## config.mk

```make
export PLATFORM = sky130hd
export DESIGN_NAME = macarray_ctrl_flat
export DESIGN_NICKNAME = d
export VERILOG_FILES = /design/src/rtl/macarray_pkg.sv /design/src/rtl/macarray_ctrl_if.sv /design/src/rtl/macarray_loop_cnt.sv /design/src/rtl/macarray_ctrl.sv /design/src/flat_wrapper.sv
export SDC_FILE = /design/constraint.sdc
export NUM_CORES = 1
export LEC_CHECK = 0
export ABC_AREA = 1
export CAP_MARGIN = 20
export CORE_MARGIN = 8
export CORE_UTILIZATION = 43
export CTS_BUF_LIST = sky130_fd_sc_hd__clkbuf_4 sky130_fd_sc_hd__clkbuf_8 sky130_fd_sc_hd__clkbuf_16
export DETAILED_ROUTE_END_ITERATION = 6
export PLACE_DENSITY_LB_ADDON = 0.1
export SYNTH_ARGS = -nofsm -noshare
export SYNTH_HDL_FRONTEND = slang
export SYNTH_SLANG_ARGS = --single-unit
```

## constraint.sdc

```tcl
create_clock -name clk -period 1.39 [get_ports clk]
set_input_delay 0.2085 -clock clk [delete_from_list [all_inputs] [get_ports clk]]
set_output_delay 0.2085 -clock clk [all_outputs]
set_load 0.05 [all_outputs]
```

## src/rtl/macarray_pkg.sv

```systemverilog
// Shared types and constants for the 8x8 int8 MAC array sequencing controller.
package macarray_pkg;

   typedef enum logic [2:0] {
      ST_IDLE   = 3'd0,
      ST_LOAD_W = 3'd1,
      ST_STREAM = 3'd2,
      ST_DRAIN  = 3'd3,
      ST_WRITE  = 3'd4,
      ST_FIN    = 3'd5
   } state_t;

   localparam int MNT_M_LSB = 8;
   localparam int MNT_N_LSB = 4;
   localparam int MNT_T_LSB = 0;
   localparam int DIM_W     = 4;
   localparam int MAX_DIM   = 8;
   localparam int ADDR_O_W  = 4;

   function automatic logic dim_legal(input logic [DIM_W-1:0] d);
      return (d != 4'd0) && (d <= 4'(MAX_DIM));
   endfunction

endpackage

```

## src/rtl/macarray_ctrl_if.sv

```systemverilog
// Host, buffer-port and array-control signals of the MAC array controller.
interface macarray_ctrl_if;
   import macarray_pkg::*;

   logic [11:0]         mnt;
   logic                start;
   logic                busy;
   logic                done;
   logic                err;
   logic                en_w;
   logic [2:0]          addr_w;
   logic                en_i;
   logic [2:0]          addr_i;
   logic                en_o;
   logic                rw_o;
   logic [ADDR_O_W-1:0] addr_o;
   logic [DIM_W-1:0]    cfg_m;
   logic [DIM_W-1:0]    cfg_n;
   logic [DIM_W-1:0]    cfg_t;
   logic                acc_clr;
   logic                w_load;
   logic [2:0]          w_row;
   logic                i_valid;
   logic [2:0]          i_row;
   logic [2:0]          rd_row;
   logic                rd_half;

   modport master (
      input  mnt, start,
      output busy, done, err, en_w, addr_w, en_i, addr_i, en_o, rw_o, addr_o,
             cfg_m, cfg_n, cfg_t, acc_clr, w_load, w_row, i_valid, i_row,
             rd_row, rd_half
   );

   modport slave (
      output mnt, start,
      input  busy, done, err, en_w, addr_w, en_i, addr_i, en_o, rw_o, addr_o,
             cfg_m, cfg_n, cfg_t, acc_clr, w_load, w_row, i_valid, i_row,
             rd_row, rd_half
   );

endinterface

```

## src/rtl/macarray_loop_cnt.sv

```systemverilog
// 3-bit loop counter: load clears the count and captures the last index;
// stepping past the last index wraps to 0 so the count idles at 0 between loops.
module macarray_loop_cnt (
   input  logic       clk,
   input  logic       rst,
   input  logic       load,
   input  logic [2:0] limit,
   input  logic       inc,
   output logic [2:0] cnt,
   output logic       last
);

   logic [2:0] limit_r;

   // count and limit registers
   always_ff @(posedge clk) begin
      if (rst) begin
         cnt     <= 3'd0;
         limit_r <= 3'd0;
      end else if (load) begin
         cnt     <= 3'd0;
         limit_r <= limit;
      end else if (inc) begin
         cnt     <= last ? 3'd0 : cnt + 3'd1;
      end else begin
         cnt     <= cnt;
      end
   end

   assign last = (cnt == limit_r);

endmodule

```

## src/rtl/macarray_ctrl.sv

```systemverilog
// Sequencing controller for the 8x8 int8 MAC array: load weights, stream inputs,
// drain the pipeline and write result words, with every output driven from a flop.
module macarray_ctrl
   import macarray_pkg::*;
#(
   parameter int PIPE_LAT = 2
) (
   input  logic           clk,
   input  logic           rst,
   macarray_ctrl_if.master bus
);

   state_t           state_r, state_nx_s;
   logic [DIM_W-1:0] m_s, n_s, t_s;
   logic             legal_s, accept_s, err_s;
   logic             w_inc_s, i_inc_s, o_inc_s;
   logic             w_last_s, i_last_s, o_last_s;
   logic [2:0]       w_cnt_s, i_cnt_s, o_cnt_s;
   logic [2:0]       drain_r;
   logic             drain_done_s, wpr2_s, half_r;
   logic [DIM_W-1:0] cfg_m_r, cfg_n_r, cfg_t_r;
   logic             busy_r, done_r, err_r, acc_clr_r;
   logic             en_w_r, en_i_r, en_o_r, w_load_r, i_valid_r;
   logic [2:0]       w_row_r, i_row_r;

   assign m_s      = bus.mnt[MNT_M_LSB +: DIM_W];
   assign n_s      = bus.mnt[MNT_N_LSB +: DIM_W];
   assign t_s      = bus.mnt[MNT_T_LSB +: DIM_W];
   assign legal_s  = dim_legal(m_s) && dim_legal(n_s) && dim_legal(t_s);
   assign accept_s = (state_r == ST_IDLE) && bus.start && legal_s;
   assign err_s    = (state_r == ST_IDLE) && bus.start && !legal_s;

   assign wpr2_s       = (cfg_t_r > 4'd4);
   assign drain_done_s = (drain_r == 3'(PIPE_LAT));
   assign w_inc_s      = (state_r == ST_LOAD_W);
   assign i_inc_s      = (state_r == ST_STREAM);
   // with two words per row the row only advances after the upper half
   assign o_inc_s      = (state_r == ST_WRITE) && (!wpr2_s || half_r);

   macarray_loop_cnt u_w_cnt (
      .clk(clk), .rst(rst), .load(accept_s), .limit(3'(n_s - 4'd1)),
      .inc(w_inc_s), .cnt(w_cnt_s), .last(w_last_s)
   );

   macarray_loop_cnt u_i_cnt (
      .clk(clk), .rst(rst), .load(accept_s), .limit(3'(m_s - 4'd1)),
      .inc(i_inc_s), .cnt(i_cnt_s), .last(i_last_s)
   );

   macarray_loop_cnt u_o_cnt (
      .clk(clk), .rst(rst), .load(accept_s), .limit(3'(m_s - 4'd1)),
      .inc(o_inc_s), .cnt(o_cnt_s), .last(o_last_s)
   );

   // next-state decode
   always_comb begin
      state_nx_s = state_r;
      case (state_r)
         ST_IDLE:   if (accept_s)            state_nx_s = ST_LOAD_W; else state_nx_s = ST_IDLE;
         ST_LOAD_W: if (w_last_s)            state_nx_s = ST_STREAM; else state_nx_s = ST_LOAD_W;
         ST_STREAM: if (i_last_s)            state_nx_s = ST_DRAIN;  else state_nx_s = ST_STREAM;
         ST_DRAIN:  if (drain_done_s)        state_nx_s = ST_WRITE;  else state_nx_s = ST_DRAIN;
         ST_WRITE:  if (o_inc_s && o_last_s) state_nx_s = ST_FIN;    else state_nx_s = ST_WRITE;
         ST_FIN:    state_nx_s = ST_IDLE;
         default:   state_nx_s = ST_IDLE;
      endcase
   end

   // state, phase counters, configuration and registered outputs
   always_ff @(posedge clk) begin
      if (rst) begin
         state_r   <= ST_IDLE;
         drain_r   <= 3'd0;
         half_r    <= 1'b0;
         cfg_m_r   <= 4'd0;
         cfg_n_r   <= 4'd0;
         cfg_t_r   <= 4'd0;
         busy_r    <= 1'b0;
         done_r    <= 1'b0;
         err_r     <= 1'b0;
         acc_clr_r <= 1'b0;
         en_w_r    <= 1'b0;
         en_i_r    <= 1'b0;
         en_o_r    <= 1'b0;
         w_load_r  <= 1'b0;
         w_row_r   <= 3'd0;
         i_valid_r <= 1'b0;
         i_row_r   <= 3'd0;
      end else begin
         state_r   <= state_nx_s;
         drain_r   <= ((state_r == ST_DRAIN) && !drain_done_s) ? drain_r + 3'd1 : 3'd0;
         half_r    <= ((state_r == ST_WRITE) && wpr2_s) ? ~half_r : 1'b0;
         if (accept_s) begin
            cfg_m_r <= m_s;
            cfg_n_r <= n_s;
            cfg_t_r <= t_s;
         end
         busy_r    <= (state_nx_s != ST_IDLE);
         done_r    <= (state_nx_s == ST_FIN);
         err_r     <= err_s;
         acc_clr_r <= accept_s;
         en_w_r    <= (state_nx_s == ST_LOAD_W);
         en_i_r    <= (state_nx_s == ST_STREAM);
         en_o_r    <= (state_nx_s == ST_WRITE);
         // buffer data returns one cycle after the read enable
         w_load_r  <= en_w_r;
         w_row_r   <= w_cnt_s;
         i_valid_r <= en_i_r;
         i_row_r   <= i_cnt_s;
      end
   end

   assign bus.busy    = busy_r;
   assign bus.done    = done_r;
   assign bus.err     = err_r;
   assign bus.acc_clr = acc_clr_r;
   assign bus.en_w    = en_w_r;
   assign bus.addr_w  = w_cnt_s;
   assign bus.en_i    = en_i_r;
   assign bus.addr_i  = i_cnt_s;
   assign bus.en_o    = en_o_r;
   assign bus.rw_o    = en_o_r;
   assign bus.addr_o  = {o_cnt_s, half_r};
   assign bus.rd_row  = o_cnt_s;
   assign bus.rd_half = half_r;
   assign bus.w_load  = w_load_r;
   assign bus.w_row   = w_row_r;
   assign bus.i_valid = i_valid_r;
   assign bus.i_row   = i_row_r;
   assign bus.cfg_m   = cfg_m_r;
   assign bus.cfg_n   = cfg_n_r;
   assign bus.cfg_t   = cfg_t_r;

endmodule
```

## src/flat_wrapper.sv

```systemverilog
// flat-port wrapper written by rule: the top's interface ports become plain ports
module macarray_ctrl_flat import macarray_pkg::*;
#(
   parameter int PIPE_LAT = 2
)
  (clk, rst, bus_mnt, bus_start, bus_busy, bus_done, bus_err, bus_en_w, bus_addr_w, bus_en_i, bus_addr_i, bus_en_o, bus_rw_o, bus_addr_o, bus_cfg_m, bus_cfg_n, bus_cfg_t, bus_acc_clr, bus_w_load, bus_w_row, bus_i_valid, bus_i_row, bus_rd_row, bus_rd_half);
  macarray_ctrl_if bus_i ();
  input  logic clk;
  input  logic rst;
  input wire logic [$bits(bus_i.mnt)-1:0] bus_mnt;
  input wire logic [$bits(bus_i.start)-1:0] bus_start;
  output wire logic [$bits(bus_i.busy)-1:0] bus_busy;
  output wire logic [$bits(bus_i.done)-1:0] bus_done;
  output wire logic [$bits(bus_i.err)-1:0] bus_err;
  output wire logic [$bits(bus_i.en_w)-1:0] bus_en_w;
  output wire logic [$bits(bus_i.addr_w)-1:0] bus_addr_w;
  output wire logic [$bits(bus_i.en_i)-1:0] bus_en_i;
  output wire logic [$bits(bus_i.addr_i)-1:0] bus_addr_i;
  output wire logic [$bits(bus_i.en_o)-1:0] bus_en_o;
  output wire logic [$bits(bus_i.rw_o)-1:0] bus_rw_o;
  output wire logic [$bits(bus_i.addr_o)-1:0] bus_addr_o;
  output wire logic [$bits(bus_i.cfg_m)-1:0] bus_cfg_m;
  output wire logic [$bits(bus_i.cfg_n)-1:0] bus_cfg_n;
  output wire logic [$bits(bus_i.cfg_t)-1:0] bus_cfg_t;
  output wire logic [$bits(bus_i.acc_clr)-1:0] bus_acc_clr;
  output wire logic [$bits(bus_i.w_load)-1:0] bus_w_load;
  output wire logic [$bits(bus_i.w_row)-1:0] bus_w_row;
  output wire logic [$bits(bus_i.i_valid)-1:0] bus_i_valid;
  output wire logic [$bits(bus_i.i_row)-1:0] bus_i_row;
  output wire logic [$bits(bus_i.rd_row)-1:0] bus_rd_row;
  output wire logic [$bits(bus_i.rd_half)-1:0] bus_rd_half;
  assign bus_i.mnt = bus_mnt;
  assign bus_i.start = bus_start;
  assign bus_busy = bus_i.busy;
  assign bus_done = bus_i.done;
  assign bus_err = bus_i.err;
  assign bus_en_w = bus_i.en_w;
  assign bus_addr_w = bus_i.addr_w;
  assign bus_en_i = bus_i.en_i;
  assign bus_addr_i = bus_i.addr_i;
  assign bus_en_o = bus_i.en_o;
  assign bus_rw_o = bus_i.rw_o;
  assign bus_addr_o = bus_i.addr_o;
  assign bus_cfg_m = bus_i.cfg_m;
  assign bus_cfg_n = bus_i.cfg_n;
  assign bus_cfg_t = bus_i.cfg_t;
  assign bus_acc_clr = bus_i.acc_clr;
  assign bus_w_load = bus_i.w_load;
  assign bus_w_row = bus_i.w_row;
  assign bus_i_valid = bus_i.i_valid;
  assign bus_i_row = bus_i.i_row;
  assign bus_rd_row = bus_i.rd_row;
  assign bus_rd_half = bus_i.rd_half;
  macarray_ctrl #(.PIPE_LAT(PIPE_LAT)) u_core (.clk(clk), .rst(rst), .bus(bus_i));
endmodule
```

### After elaboration in Yosys (flattened, before gate mapping)

Cells that the tools add are included.

* register bits after elaboration: 49
* input bits: 15
* output and inout port bits: 42
* word-level logic and storage cells: 80

* $add $sub $neg: 6
* order comparisons: 4
* equality and inequality tests: 12
* mux-type cells: 9
* bitwise operators: 3
* reductions and logical operators: 24

Operators with widths (number)
* one-hot mux 3 bit (5 select lines): 1
* adder 3 x 1 -> 3 bit (second input constant): 4
* == test 3 x 2 -> 1 bit (second input constant): 4
* less-or-equal comparator 4 bit (second input constant): 3
* logical AND 1 bit: 12
* 2-to-1 mux 3 bit: 4
* nonzero test 4 bit: 3
* == test 3 bit: 3
* == test 3 bit (second input constant): 3
* == test 3 x 1 -> 1 bit (second input constant): 2
* OR reduction 2 bit: 3
* subtractor 3 x 1 -> 3 bit (second input constant): 2
* greater-than comparator 4 x 3 -> 1 bit (second input constant): 1
* logical NOT 1 bit: 3
* logical NOT 3 bit: 1
* 2-to-1 mux 1 bit: 3
* inverter 1 bit: 3
* nonzero test 3 bit: 1
* 2-to-1 mux 2 bit: 1
* logical OR 1 bit: 1

### Logic depth before layout (Yosys ltp)

Gate-level depths: netlist (run 1).

* depth after elaboration: 8
* depth in mapped cells: 11

### By module

A second synthesis (run 1) with hierarchy kept.

* cell total of the unflattened synthesis: 321
* area, all modules: 2341.0 sq um

Modules (own cells, without submodules)
* macarray_ctrl: times used 1, cells an instance 207, area an instance 1481.4 sq um, seq. area each 680.7 sq um
* macarray_loop_cnt: times used 3, cells an instance 38, area an instance 286.5 sq um, seq. area each 120.1 sq um

### Least setup slack after synthesis (run 1)

OpenSTA, ideal clock, no wires.

* kind: reg2reg
* from: register u_core.u_o_cnt.cnt[0]
* to: register u_core.en_i_r (netlist: u_core.bus.en_i)
* arrival: 1.468 ns
* data required time: 1.326 ns
* slack: -0.142 ns
* cell stages (with the launch flop): 11
* clock period less this slack: 1.532 ns
* cells stage by stage: dfxtp_1 inv_1 nand2_1 nand2_1 nand2_1 nor2_1 nand3_1 nand2_1 nor2_1 inv_1 nor2_1

* cells in the longest elaborated chain, start to end: 5

RTL lines
* from (decl): line macarray_loop_cnt.sv:9 `output logic [2:0] cnt,`
* from (signal assigned): line macarray_loop_cnt.sv:24 `cnt <= last ? 3'd0 : cnt + 3'd1;`
* from (signal assigned): line macarray_loop_cnt.sv:26 `cnt <= cnt;`
* == test 3 bit: line macarray_loop_cnt.sv:30 `assign last = (cnt == limit_r);`
* logical AND 1 bit: line macarray_ctrl.sv:63 `ST_WRITE: if (o_inc_s && o_last_s) state_nx_s = ST_FIN; else state_nx_s = ST_WRITE;`
* 2-to-1 mux 1 bit: line macarray_ctrl.sv:63
* one-hot mux 3 bit (5 select lines): line macarray_ctrl.sv:58 `case (state_r)`
* == test 3 x 2 -> 1 bit: line macarray_ctrl.sv:103 `en_i_r <= (state_nx_s == ST_STREAM);`
* to (signal assigned): line macarray_ctrl.sv:103
* to (decl): line macarray_ctrl.sv:23 `logic en_w_r, en_i_r, en_o_r, w_load_r, i_valid_r;`

Every way passes these cells.
A chain may end at the register's enable or synchronous reset.

### Final worst setup path (run 1)

* from: register u_core.state_r[0]
* to: register u_core.en_o_r (netlist: u_core.bus.en_o)

* cells in the longest elaborated chain, start to end: 6

RTL lines
* from (decl): line macarray_ctrl.sv:13 `state_t state_r, state_nx_s;`
* from (signal assigned): line macarray_ctrl.sv:90 `state_r <= state_nx_s;`
* == test 3 bit / logical NOT 3 bit (equally long branches): line macarray_ctrl.sv:38, macarray_ctrl.sv:58, macarray_ctrl.sv:30
* logical AND 1 bit (on tied branches): line macarray_ctrl.sv:38, macarray_ctrl.sv:30
* logical AND 1 bit (on tied branches): line macarray_ctrl.sv:63, macarray_ctrl.sv:30
* 2-to-1 mux 1 bit (on tied branches): line macarray_ctrl.sv:63, macarray_ctrl.sv:59
* one-hot mux 3 bit (5 select lines) (*): line macarray_ctrl.sv:58
* == test 3 bit (*): line macarray_ctrl.sv:104 `en_o_r <= (state_nx_s == ST_WRITE);`
* to (signal assigned): line macarray_ctrl.sv:104
* to (decl): line macarray_ctrl.sv:23

Mark *: on every way between the ends. The rest lies on a longest branch, timed or not.

==> results of run 1 <==
==> logic make-up after synthesis <==
kind of cell | Yosys count | share of synthesized area
buffers and inverters | 53 | 0.109
xor gates and xnor gates | 9 | 0.0374
DFF | 49 | 0.466
AOI/OAI and AO/OA | 29 | 0.0897
and+or+nand+nor | 120 | 0.257
adders and majority gates | 7 | 0.0416
==> cell usage in the layout, fill, tap and decap left out, types with 3 or more instances in the layout <==
cell type,Yosys,final
sky130_fd_sc_hd__ha_4,0,3
sky130_fd_sc_hd__nand2_2,1,7
sky130_fd_sc_hd__nor2_1,26,20
sky130_fd_sc_hd__nor2_2,1,4
sky130_fd_sc_hd__dfxtp_2,0,16
sky130_fd_sc_hd__o21ai_2,5,6
sky130_fd_sc_hd__nor2_4,1,4
sky130_fd_sc_hd__a21oi_1,10,8
sky130_fd_sc_hd__nand4_1,3,3
sky130_fd_sc_hd__o21ai_0,8,4
sky130_fd_sc_hd__nand3_1,24,23
sky130_fd_sc_hd__xor2_1,4,4
sky130_fd_sc_hd__xnor2_1,5,4
sky130_fd_sc_hd__buf_6,1,5
sky130_fd_sc_hd__clkbuf_8,0,5
sky130_fd_sc_hd__buf_12,0,42
sky130_fd_sc_hd__inv_1,37,27
sky130_fd_sc_hd__buf_4,5,33
sky130_fd_sc_hd__dlygate4sd2_1,0,4
sky130_fd_sc_hd__dlymetal6s2s_1,0,3
sky130_fd_sc_hd__o22ai_2,3,3
sky130_fd_sc_hd__inv_2,4,12
sky130_fd_sc_hd__o21ai_1,2,5
sky130_fd_sc_hd__clkdlybuf4s50_1,0,7
sky130_fd_sc_hd__dfxtp_1,49,32
sky130_fd_sc_hd__nand2_1,56,50
sky130_fd_sc_hd__ha_1,7,4
==> path summary, 6_finish.rpt <==
kind,start,to,cells past startpoint
hold / removal,bus_mnt[0],u_core.bus.cfg_t[0],3
setup reg to reg,u_core.state_r[0],u_core.bus.en_o,8
setup / recovery,u_core.state_r[0],u_core.bus.en_o,8
hold reg to reg,u_core.bus.en_i,u_core.bus.i_valid,2
==> layer usage <==
metal  part of all wire  vias to the layer above  GRT usage
met4             0.0080                        0     0.0382
met1               0.42                      967      0.172
met3              0.067                        4     0.0573
met2               0.51                       58      0.269
li1                   -                     1015          -
met5                  0                        -          0
==> cells in the mapped netlist <==
cell                       count
sky130_fd_sc_hd__nand3_1      24
sky130_fd_sc_hd__o21ai_0       8
sky130_fd_sc_hd__buf_4         5
sky130_fd_sc_hd__a21oi_1      10
sky130_fd_sc_hd__nor2_4        1
sky130_fd_sc_hd__nand2_4       1
sky130_fd_sc_hd__nand2_1      56
sky130_fd_sc_hd__xnor2_1       5
sky130_fd_sc_hd__clkbuf_1      3
sky130_fd_sc_hd__o22ai_2       3
sky130_fd_sc_hd__nand4_1       3
sky130_fd_sc_hd__o21ai_1       2
sky130_fd_sc_hd__clkinv_2      1
sky130_fd_sc_hd__inv_1        37
sky130_fd_sc_hd__nand3_4       1
sky130_fd_sc_hd__nor3_1        2
sky130_fd_sc_hd__a211oi_1      1
sky130_fd_sc_hd__inv_2         4
sky130_fd_sc_hd__nor3_2        1
sky130_fd_sc_hd__nand2_2       1
sky130_fd_sc_hd__o21ai_2       5
sky130_fd_sc_hd__dfxtp_1      49
sky130_fd_sc_hd__nor3b_1       2
sky130_fd_sc_hd__buf_6         1
sky130_fd_sc_hd__nor2_2        1
sky130_fd_sc_hd__buf_2         2
sky130_fd_sc_hd__ha_1          7
sky130_fd_sc_hd__nor4_1        1
sky130_fd_sc_hd__xor2_1        4
sky130_fd_sc_hd__nor2_1       26
==> layout make-up <==
class	count	share of cell area
multi-input cells	165	0.279
inverters	42	0.0455
flip-flops and latches	49	0.273
well taps	67	0.0227
repair buffers	94	0.349
clock buffers	5	0.0187
clock inverters	3	0.0126
==> report_power, final <==
part	internal, µW	total (µW)	switching (µW)
sequential	1440	1470	33.3
clock	539	1030	487
combinational	243	520	277
==> worst max-delay path, cell delays in order, from the launching register on <==
cell and delay [ns]:
sky130_fd_sc_hd__dfxtp_2 0.35, sky130_fd_sc_hd__inv_4 0.09, sky130_fd_sc_hd__nand2_1 0.09, sky130_fd_sc_hd__nor2_2 0.18, sky130_fd_sc_hd__buf_4 0.13, sky130_fd_sc_hd__a21oi_1 0.05
sky130_fd_sc_hd__nor2_1 0.22, sky130_fd_sc_hd__inv_1 0.09, sky130_fd_sc_hd__nor2_1 0.12
==> repair_timing <==
action,CTS,global route
buffers inserted,2,5
pin swaps,7,8
gates resized for setup,23,42
setup endpoints to repair,31,20
endpoints found under the hold margin,0,0
==> metrics by stage <==
| stage | total power (µW) | std cells | utilization | setup WS [ns] |
|---|---|---|---|---|
| global route | 3130 | 425 | 0.780 | -0.0750 |
| floorplan | 1720 | 267 | - | 0.0126 |
| global placement | 1960 | 410 | 0.709 | -0.508 |
| CTS | 3000 | 420 | 0.748 | 0.00156 |
| finish | 3010 | 425 | 0.780 | 0.00284 |
| detailed placement | 1960 | 410 | 0.709 | -0.520 |
==> flow_summary.yaml, run 1 <==
run_status:
  run_status: "complete, no violations"
global_routing:
  grt_max_degree: 17
  groute.usage.overall: 0.154
  grt_pass1_wl_mm: 9.26
  grt.overflow.total: 0
  first_global_vias: 2043
  grt_antenna_before_repair: 0
clocking:
  clkTransAtPathRegs_ns: 0.09
  clock_sink_count: 49
  cts-htree-levels: 2
  max-clock-path-buffers: 2
  cts_tree: "yes"
  hold_fix_buffers_at_cts: 0
  cts_inserted_buffers: 5
  clock_tree.root_cell: "sky130_fd_sc_hd__clkbuf_8"
  clk_latency_ns: 0.30
logic_synthesis:
  synth_largest_type_area_fraction: 0.466
  synth_area_per_cell_um2: 7.89
  postSynthNetCount: 289
  netlist-cell-type-count: 30
  ys_seq_elements: 49
  yosysWarnings: 0
  largest_cells_by_area_after_synthesis: "sky130_fd_sc_hd__dfxtp_1 47%, sky130_fd_sc_hd__nand2_1 10%, sky130_fd_sc_hd__inv_1 6.6%"
  synthesis.instances: 267
  synth_seq_area_share: 0.466
  mappedNetlistArea_mm2: 0.00211
  yosysTopAreaCell: "sky130_fd_sc_hd__dfxtp_1"
layout:
  areaGrowthSynthToFinish_pct: 75.0
  nets: 379
  final_cell_area_mm2: 0.00369
  antenna_cells_inserted: 0
  ff_latch_area_mm2: 0.00100
  filler_cell_count: 302
  post_route_cells_drive_above_1_share: 0.436
  multiInputGateArea_mm2: 0.00103
timing:
  max_slew_margin: 0.693
  min_period_ns: 1.39
  count_of_final_hold_check_violations: 0
  maximum_clock_rate_mhz: 721
  holdWs_ns: 0.216
  rsz0062_at_grt: "true"
  drv_slew: 0
  setup-violations-final: 0
  worst_clock_skew_ns: 0.00783
  fin_tns_setup_ns: 0
  transition_time_of_the_tightest_slew_check_pin_ns: 0.459
  timing.final.crit_share: 0.998
worst_setup_path:
  cp.required_ns: 1.63
  worst_ep_arrival_time_ns: 1.63
  critPathLaunchType: "register"
  r2r_setup_slack_ns: 0.003
  critical_path_class: "register to register"
  critPathCaptureType: "register"
  worst-path-max-fanout: 5
run:
  number_of_max_cap_violations: 0
placed_design:
  dp_hpwl_mm: 4.17
  io_buffers: 56
  placed_area_mm2: 0.00335
  globalplace.congestion: 0.797
pwr:
  p_leak_uw: 0.00160
  power_density_mw_per_mm2: 818
  irDropWorstVdd_uv: 840
routing:
  vias: 2044
  detail_route.vias_per_cell: 4.81
  firstDrtPassIters: 4
  drt_iter0_drc: 74
  route.antenna.remaining_nets: 0
  drc: 0
  post_drt_wl_per_cell_um: 13.5
  routed_wirelength_mm: 5.72
floorplanning:
  fp.coreArea_mm2: 0.00472
  start_util: 0.446
  die_width_um: 86.0
  placement_rows: 25
  fp.dieH_um: 86.0
  io-pin-count: 57
  dieArea_mm2: 0.00739
worst_hold_path:
  holdCritPathClass: "primary input to register"
(Power assumes the default switching activity.)
==> inputs of run 2 (changes only) <==
==> constraint.sdc (replaced) <==
create_clock -name clk -period 1.39 [get_ports clk]
set_input_delay 0.2085 -clock clk [delete_from_list [all_inputs] [get_ports clk]]
set_output_delay 0.2085 -clock clk [all_outputs]
set_load 0.005 [all_outputs]
==> flow_summary.yaml, run 2 (synthesis gave the netlist of run 1 again) <==
layout:
  final_common_cell: "sky130_fd_sc_hd__nand2_1"
  antenna_cells_inserted: 0
  final_cell_area_mm2: 0.00343
  areaGrowthSynthToFinish_pct: 63.0
  nets: 392
  post_route_cells_drive_above_1_share: 0.391
  layout.cells.most_common_list: "47 x sky130_fd_sc_hd__nand2_1, 45 x sky130_fd_sc_hd__buf_4, 29 x sky130_fd_sc_hd__clkdlybuf4s50_1, 27 x sky130_fd_sc_hd__inv_1, 25 x sky130_fd_sc_hd__dfxtp_1"
worst_setup_path:
  critical_path_class: "register to register"
  timing.critical_path.cells: "buf_4 -> inv_1 -> nand2_1 -> nand2_1 -> nand2_1 -> nor2_1 -> nand3_2 -> nand2_2 -> nor2_4 -> inv_2 -> nor2_1"
  critPathCaptureType: "register"
  critPathMaxStageDelay_ns: 0.33
  cp_top_family: "simple AND/OR/NAND/NOR gates"
  worst-path-buf-inv: 3
  critPathLaunchType: "register"
  worst_ep_arrival_time_ns: 1.59
  path_common_cell: "sky130_fd_sc_hd__nand2_1"
  cp.required_ns: 1.60
  critical-path-slowest-cell: "sky130_fd_sc_hd__dfxtp_2"
  worst-path-max-fanout: 4
worst_hold_path:
  holdCritPathClass: "primary input to register"
global_routing:
  grt_pass1_wl_mm: 8.43
  grt.overflow.total: 0
  groute.usage.overall: 0.141
  grt_antenna_before_repair: 0
  first_global_vias: 1847
  grt_max_degree: 17
timing:
  final_critical_path_setup_slack_ns: 0.0176
  holdWs_ns: 0.190
  timing.final.crit_share: 0.987
  fin_tns_setup_ns: 0
  min_period_ns: 1.37
  maximum_clock_rate_mhz: 729
  drv_slew: 0
  rsz0062_at_grt: "true"
  worst_clock_skew_ns: 0.00331
  transition_time_of_the_tightest_slew_check_pin_ns: 0.283
  setup-violations-final: 0
  count_of_final_hold_check_violations: 0
  max_slew_margin: 0.810
routing:
  drc: 0
  route.antenna.remaining_nets: 0
  post_drt_wl_per_cell_um: 12.9
  drt_iter0_drc: 122
  detail_route.vias_per_cell: 4.61
  vias: 2021
  routed_wirelength_mm: 5.65
  firstDrtPassIters: 4
clocking:
  cts-htree-levels: 2
  max-clock-path-buffers: 2
  cts_inserted_buffers: 5
  clkTransAtPathRegs_ns: 0.09
  clk_latency_ns: 0.31
  clock_tree.root_cell: "sky130_fd_sc_hd__clkbuf_8"
  clock_sink_count: 49
  cts_tree: "yes"
run:
  number_of_max_cap_violations: 0
placed_design:
  dp_slack_ns: -0.521
  placed_area_mm2: 0.00293
  globalplace.congestion: 0.814
  io_buffers: 56
  dp_hpwl_mm: 3.77
floorplanning:
  die_width_um: 86.0
  io-pin-count: 57
  fp.coreArea_mm2: 0.00472
  placement_rows: 25
  dieArea_mm2: 0.00739
  start_util: 0.446
  fp.dieH_um: 86.0
pwr:
  power_density_mw_per_mm2: 797
  p_leak_uw: 0.00168
  irDropWorstVdd_uv: 385
run_status:
  run_status: "complete, no violations"
run 2: changes by cell type in the layout (fill, tap and decap cells not counted), sizes merged, moves of 2 or more:
cell and change:
clkdlybuf4s50 +22, buf -31, clkdlybuf4s15 +2, dlymetal6s2s +10
dlygate4sd2 +8, inv +2
run 2: worst register-to-register path, cell delays in order (launching register included):
cell and delay (ns):
sky130_fd_sc_hd__dfxtp_2 0.33, sky130_fd_sc_hd__buf_4 0.14, sky130_fd_sc_hd__inv_1 0.05, sky130_fd_sc_hd__nand2_1 0.05, sky130_fd_sc_hd__nand2_1 0.07, sky130_fd_sc_hd__nand2_1 0.08, sky130_fd_sc_hd__nor2_1 0.14, sky130_fd_sc_hd__nand3_2 0.15
sky130_fd_sc_hd__nand2_2 0.12, sky130_fd_sc_hd__nor2_4 0.06, sky130_fd_sc_hd__inv_2 0.06, sky130_fd_sc_hd__nor2_1 0.04
run 2: cell type report:
| cell class | count | area, µm² |
|---|---|---|
| Clock inverter | 3 | 21.3 |
| Timing Repair Buffer | 106 | 977 |
| Multi-Input combinational cell | 166 | 1090 |
| Clock buffer | 5 | 68.8 |
| Fill cell | 365 | 1290 |
| Tap cell | 67 | 83.8 |
| Inverter | 42 | 173 |
| Sequential cell | 49 | 1020 |
run 2: per-stage QoR:
stage | utilization | cells | power [µW]
CTS | 0.671 | 430 | 2690
global route | 0.727 | 438 | 2840
floorplan | - | 267 | 1640
finish | 0.727 | 438 | 2740
detailed placement | 0.621 | 411 | 1830
global placement | 0.621 | 411 | 1820
run 2: path summary, 6_finish.rpt:
kind	start	endpoint	slack, ns	cells after the start
max	u_core.u_o_cnt.cnt[1]	u_core.bus.en_o	0.02	11
min	bus_mnt[0]	u_core.bus.cfg_t[0]	0.19	3
max reg2reg	u_core.u_o_cnt.cnt[1]	u_core.bus.en_o	0.02	11
min reg2reg	u_core.bus.en_w	u_core.bus.w_load	0.42	2
run 2: per-layer routing:
layer  share of wire  global-route usage  wire length (µm)  vias up
met5               0                   0                 0        -
met4           0.016              0.0478                90        0
met3           0.060              0.0382               339       10
met2            0.47               0.234              2650       59
met1            0.46               0.170              2570      917
li1                -                   -                 -     1035
run 2: report_power, final:
part           internal, µW  switching, µW  total [µW]
Clock                   358            502         860
Combinational           212            211         423
Sequential             1430           20.5        1450
Total                  2000            734        2740
run 2: repair_timing:
action,in CTS,in global routing
hold buffers,0,0
setup buffers,9,8
endpoints found under the setup margin,50,47
pin swaps,7,19
cloned,2,0
gates resized for setup,45,76
==> inputs of run 3 (changes only) <==
--- a/config.mk
+++ b/config.mk
@@ -5,10 +5,9 @@
 export SDC_FILE = /design/constraint.sdc
 export NUM_CORES = 1
 export LEC_CHECK = 0
-export ABC_AREA = 1
 export CAP_MARGIN = 20
 export CORE_MARGIN = 8
-export CORE_UTILIZATION = 43
+export CORE_UTILIZATION = 44
 export CTS_BUF_LIST = sky130_fd_sc_hd__clkbuf_4 sky130_fd_sc_hd__clkbuf_8 sky130_fd_sc_hd__clkbuf_16
 export DETAILED_ROUTE_END_ITERATION = 6
 export PLACE_DENSITY_LB_ADDON = 0.1
==> flow_summary.yaml, run 3 <==
routing:
  wl_met1_mm: 2.82
  detail_route.vias_per_cell: 5.29
  post_drt_wl_per_cell_um: 15.9
  drt_iter0_drc: 70
  firstDrtPassIters: 4
  vias: 2200
  top_layer_used: "met4"
  met2WireLength_mm: 3.33
  drc: 0
  routed_wirelength_mm: 6.63
  met3RoutedLength_um: 343
  route.antenna.remaining_nets: 0
layout:
  layout.cells.most_common_list: "60 x sky130_fd_sc_hd__buf_4, 32 x sky130_fd_sc_hd__clkdlybuf4s50_1, 27 x sky130_fd_sc_hd__dfxtp_1, 20 x sky130_fd_sc_hd__dfxtp_2, 15 x sky130_fd_sc_hd__dlygate4sd2_1"
  filler_cell_count: 356
  final_cell_area_mm2: 0.00368
  nets: 367
  ff_latch_area_mm2: 0.00101
  multiInputGateArea_mm2: 0.00133
  final_common_cell: "sky130_fd_sc_hd__buf_4"
  post_route_cells_drive_above_1_share: 0.393
  areaGrowthSynthToFinish_pct: 65.5
  antenna_cells_inserted: 0
floorplanning:
  start_util: 0.446
  dieArea_mm2: 0.00758
  fp.dieH_um: 87.1
  die_width_um: 87.1
  placement_rows: 26
  io-pin-count: 57
  fp.coreArea_mm2: 0.00498
placed_design:
  globalplace.congestion: 0.787
  dp_slack_ns: -0.861
  io_buffers: 56
  dp_hpwl_mm: 4.60
  placed_area_mm2: 0.00325
clocking:
  hold_fix_buffers_at_cts: 0
  max-clock-path-buffers: 2
  cts_inserted_buffers: 5
  clkTransAtPathRegs_ns: 0.10
  cts_tree: "yes"
  clock_tree.root_cell: "sky130_fd_sc_hd__clkbuf_8"
  clk_latency_ns: 0.31
  cts-htree-levels: 2
  clock_sink_count: 49
logic_synthesis:
  synth_seq_area_share: 0.441
  synth_area_per_cell_um2: 9.50
  yosysWarnings: 0
  synth.top_cells.by_count: "49 x sky130_fd_sc_hd__dfxtp_1, 13 x sky130_fd_sc_hd__a21oi_1, 13 x sky130_fd_sc_hd__nand4_1"
  post-synth-top-count-cell: "sky130_fd_sc_hd__dfxtp_1"
  synth_largest_type_area_fraction: 0.441
  synthesis.instances: 234
  postSynthNetCount: 256
  mappedNetlistArea_mm2: 0.00222
  yosysTopAreaCell: "sky130_fd_sc_hd__dfxtp_1"
  synth_async_sr_flop_share: 0
  ys_dominant_reg_cell: "sky130_fd_sc_hd__dfxtp_1"
  largest_cells_by_area_after_synthesis: "sky130_fd_sc_hd__dfxtp_1 44%, sky130_fd_sc_hd__xnor2_1 4.7%, sky130_fd_sc_hd__o31ai_1 4.1%"
  ys_seq_elements: 49
  netlist-cell-type-count: 44
  synth_enable_flop_cells: 0
worst_setup_path:
  regToRegStartpoint: "u_core.state_r[1]"
  r2r_setup_slack_ns: -0.52
  cp.required_ns: 1.57
  regToRegEndpoint: "u_core.u_i_cnt.limit_r[2]"
  critPathLaunchType: "register"
  worst-path-max-fanout: 17
  worst_ep_arrival_time_ns: 2.09
  r2r_cells: 5
  critPathCaptureType: "register"
  critical_path_class: "register to register"
pwr:
  p_leak_uw: 0.00158
  irDropWorstVdd_uv: 505
  power_density_mw_per_mm2: 836
  design_power_total_uw: 3070
timing:
  max_slew_margin: 0.680
  rsz0062_at_grt: "true"
  drv_slew: 0
  maximum_clock_rate_mhz: 525
  count_of_final_hold_check_violations: 0
  fin_tns_setup_ns: -15.07
  min_period_ns: 1.91
  timing.final.crit_share: 1.37
  final_critical_path_setup_slack_ns: -0.516
  worst_clock_skew_ns: 0.0103
  setup-violations-final: 34
  transition_time_of_the_tightest_slew_check_pin_ns: 0.479
run_status:
  violations_in_the_final_reports: "setup timing"
  run_status: "complete, but fails checks"
run:
  number_of_max_cap_violations: 0
global_routing:
  grt_max_degree: 23
  grt_antenna_before_repair: 0
  first_global_vias: 2283
  groute.usage.overall: 0.171
  grt.overflow.total: 0
  grt_pass1_wl_mm: 10.5
worst_hold_path:
  hold_end: "u_core.bus.cfg_m[1]"
  hold_depth: 3
  min-delay-start: "bus_mnt[9]"
  holdCritPathClass: "primary input to register"
[run 3: area by class of cell]
cell class / count / area share
Timing Repair Buffer: 125 / 0.303
Tap cell: 70 / 0.0238
Multi-Input combinational cell: 156 / 0.362
Inverter: 8 / 0.00817
Clock buffer: 7 / 0.0262
Clock inverter: 1 / 0.00136
Sequential cell: 49 / 0.276
[run 3: worst max path at each step]
stage                      start                   endpoint  slack, ns  cells past startpoint
2_1_floorplan  u_core.state_r[2]  u_core.u_i_cnt.limit_r[1]      -0.62                      7
3_3_place_gp           bus_start        u_core.bus.cfg_m[0]      -0.82                      6
3_5_place_dp           bus_start        u_core.bus.cfg_m[0]      -0.86                      6
5_1_grt        u_core.state_r[1]  u_core.u_i_cnt.limit_r[2]      -0.57                      5
4_1_cts        u_core.state_r[1]        u_core.bus.cfg_m[3]      -0.46                      5
6_report       u_core.state_r[1]  u_core.u_i_cnt.limit_r[2]      -0.52                      5
[run 3: through the flow]
step	utilization	hold slack (ns)	std cells
final	0.739	0.168	416
after global routing	0.739	0.176	416
after CTS	0.719	0.267	415
after detailed placement	0.653	0.446	400
after global placement	0.653	0.443	400
after floorplan	-	0.359	234
[run 3: report_power, final]
part | internal [µW] | switching [µW]
logic | 347 | 335
clock network | 451 | 474
registers | 1440 | 25.4
total | 2240 | 834
[run 3: logic make-up (layout without fill, tap and decap cells)]
| group | count (synthesis) | count (layout) | synth area share |
|---|---|---|---|
| xor+xnor | 16 | 16 | 0.0631 |
| fa+ha+maj | 7 | 7 | 0.0394 |
| flops | 49 | 49 | 0.441 |
| simple gates | 69 | 69 | 0.195 |
| buf+inv | 29 | 141 | 0.0619 |
| compound gates | 63 | 63 | 0.194 |
| mux | 1 | 1 | 0.00450 |
[run 3: what timing repair did]
action	CTS	global route
endpoints found under the setup margin	55	46
pin swaps	8	10
gates resized for setup	68	30
setup buffers	7	1
endpoints found under the hold margin	0	0
[run 3: worst max-delay path, stage by stage (launching register included)]
cell and delay (ns):
sky130_fd_sc_hd__dfxtp_2 0.34, sky130_fd_sc_hd__or4b_4 0.53, sky130_fd_sc_hd__or3_4 0.45, sky130_fd_sc_hd__nor3_4 0.17
sky130_fd_sc_hd__buf_12 0.17, sky130_fd_sc_hd__a311oi_1 0.12
[run 3: per-layer routing]
| layer | global-route usage | vias up |
|---|---|---|
| met5 | 0 | - |
| met3 | 0.0368 | 17 |
| met2 | 0.315 | 55 |
| li1 | - | 1094 |
| met1 | 0.189 | 1034 |
| met4 | 0.0579 | 0 |
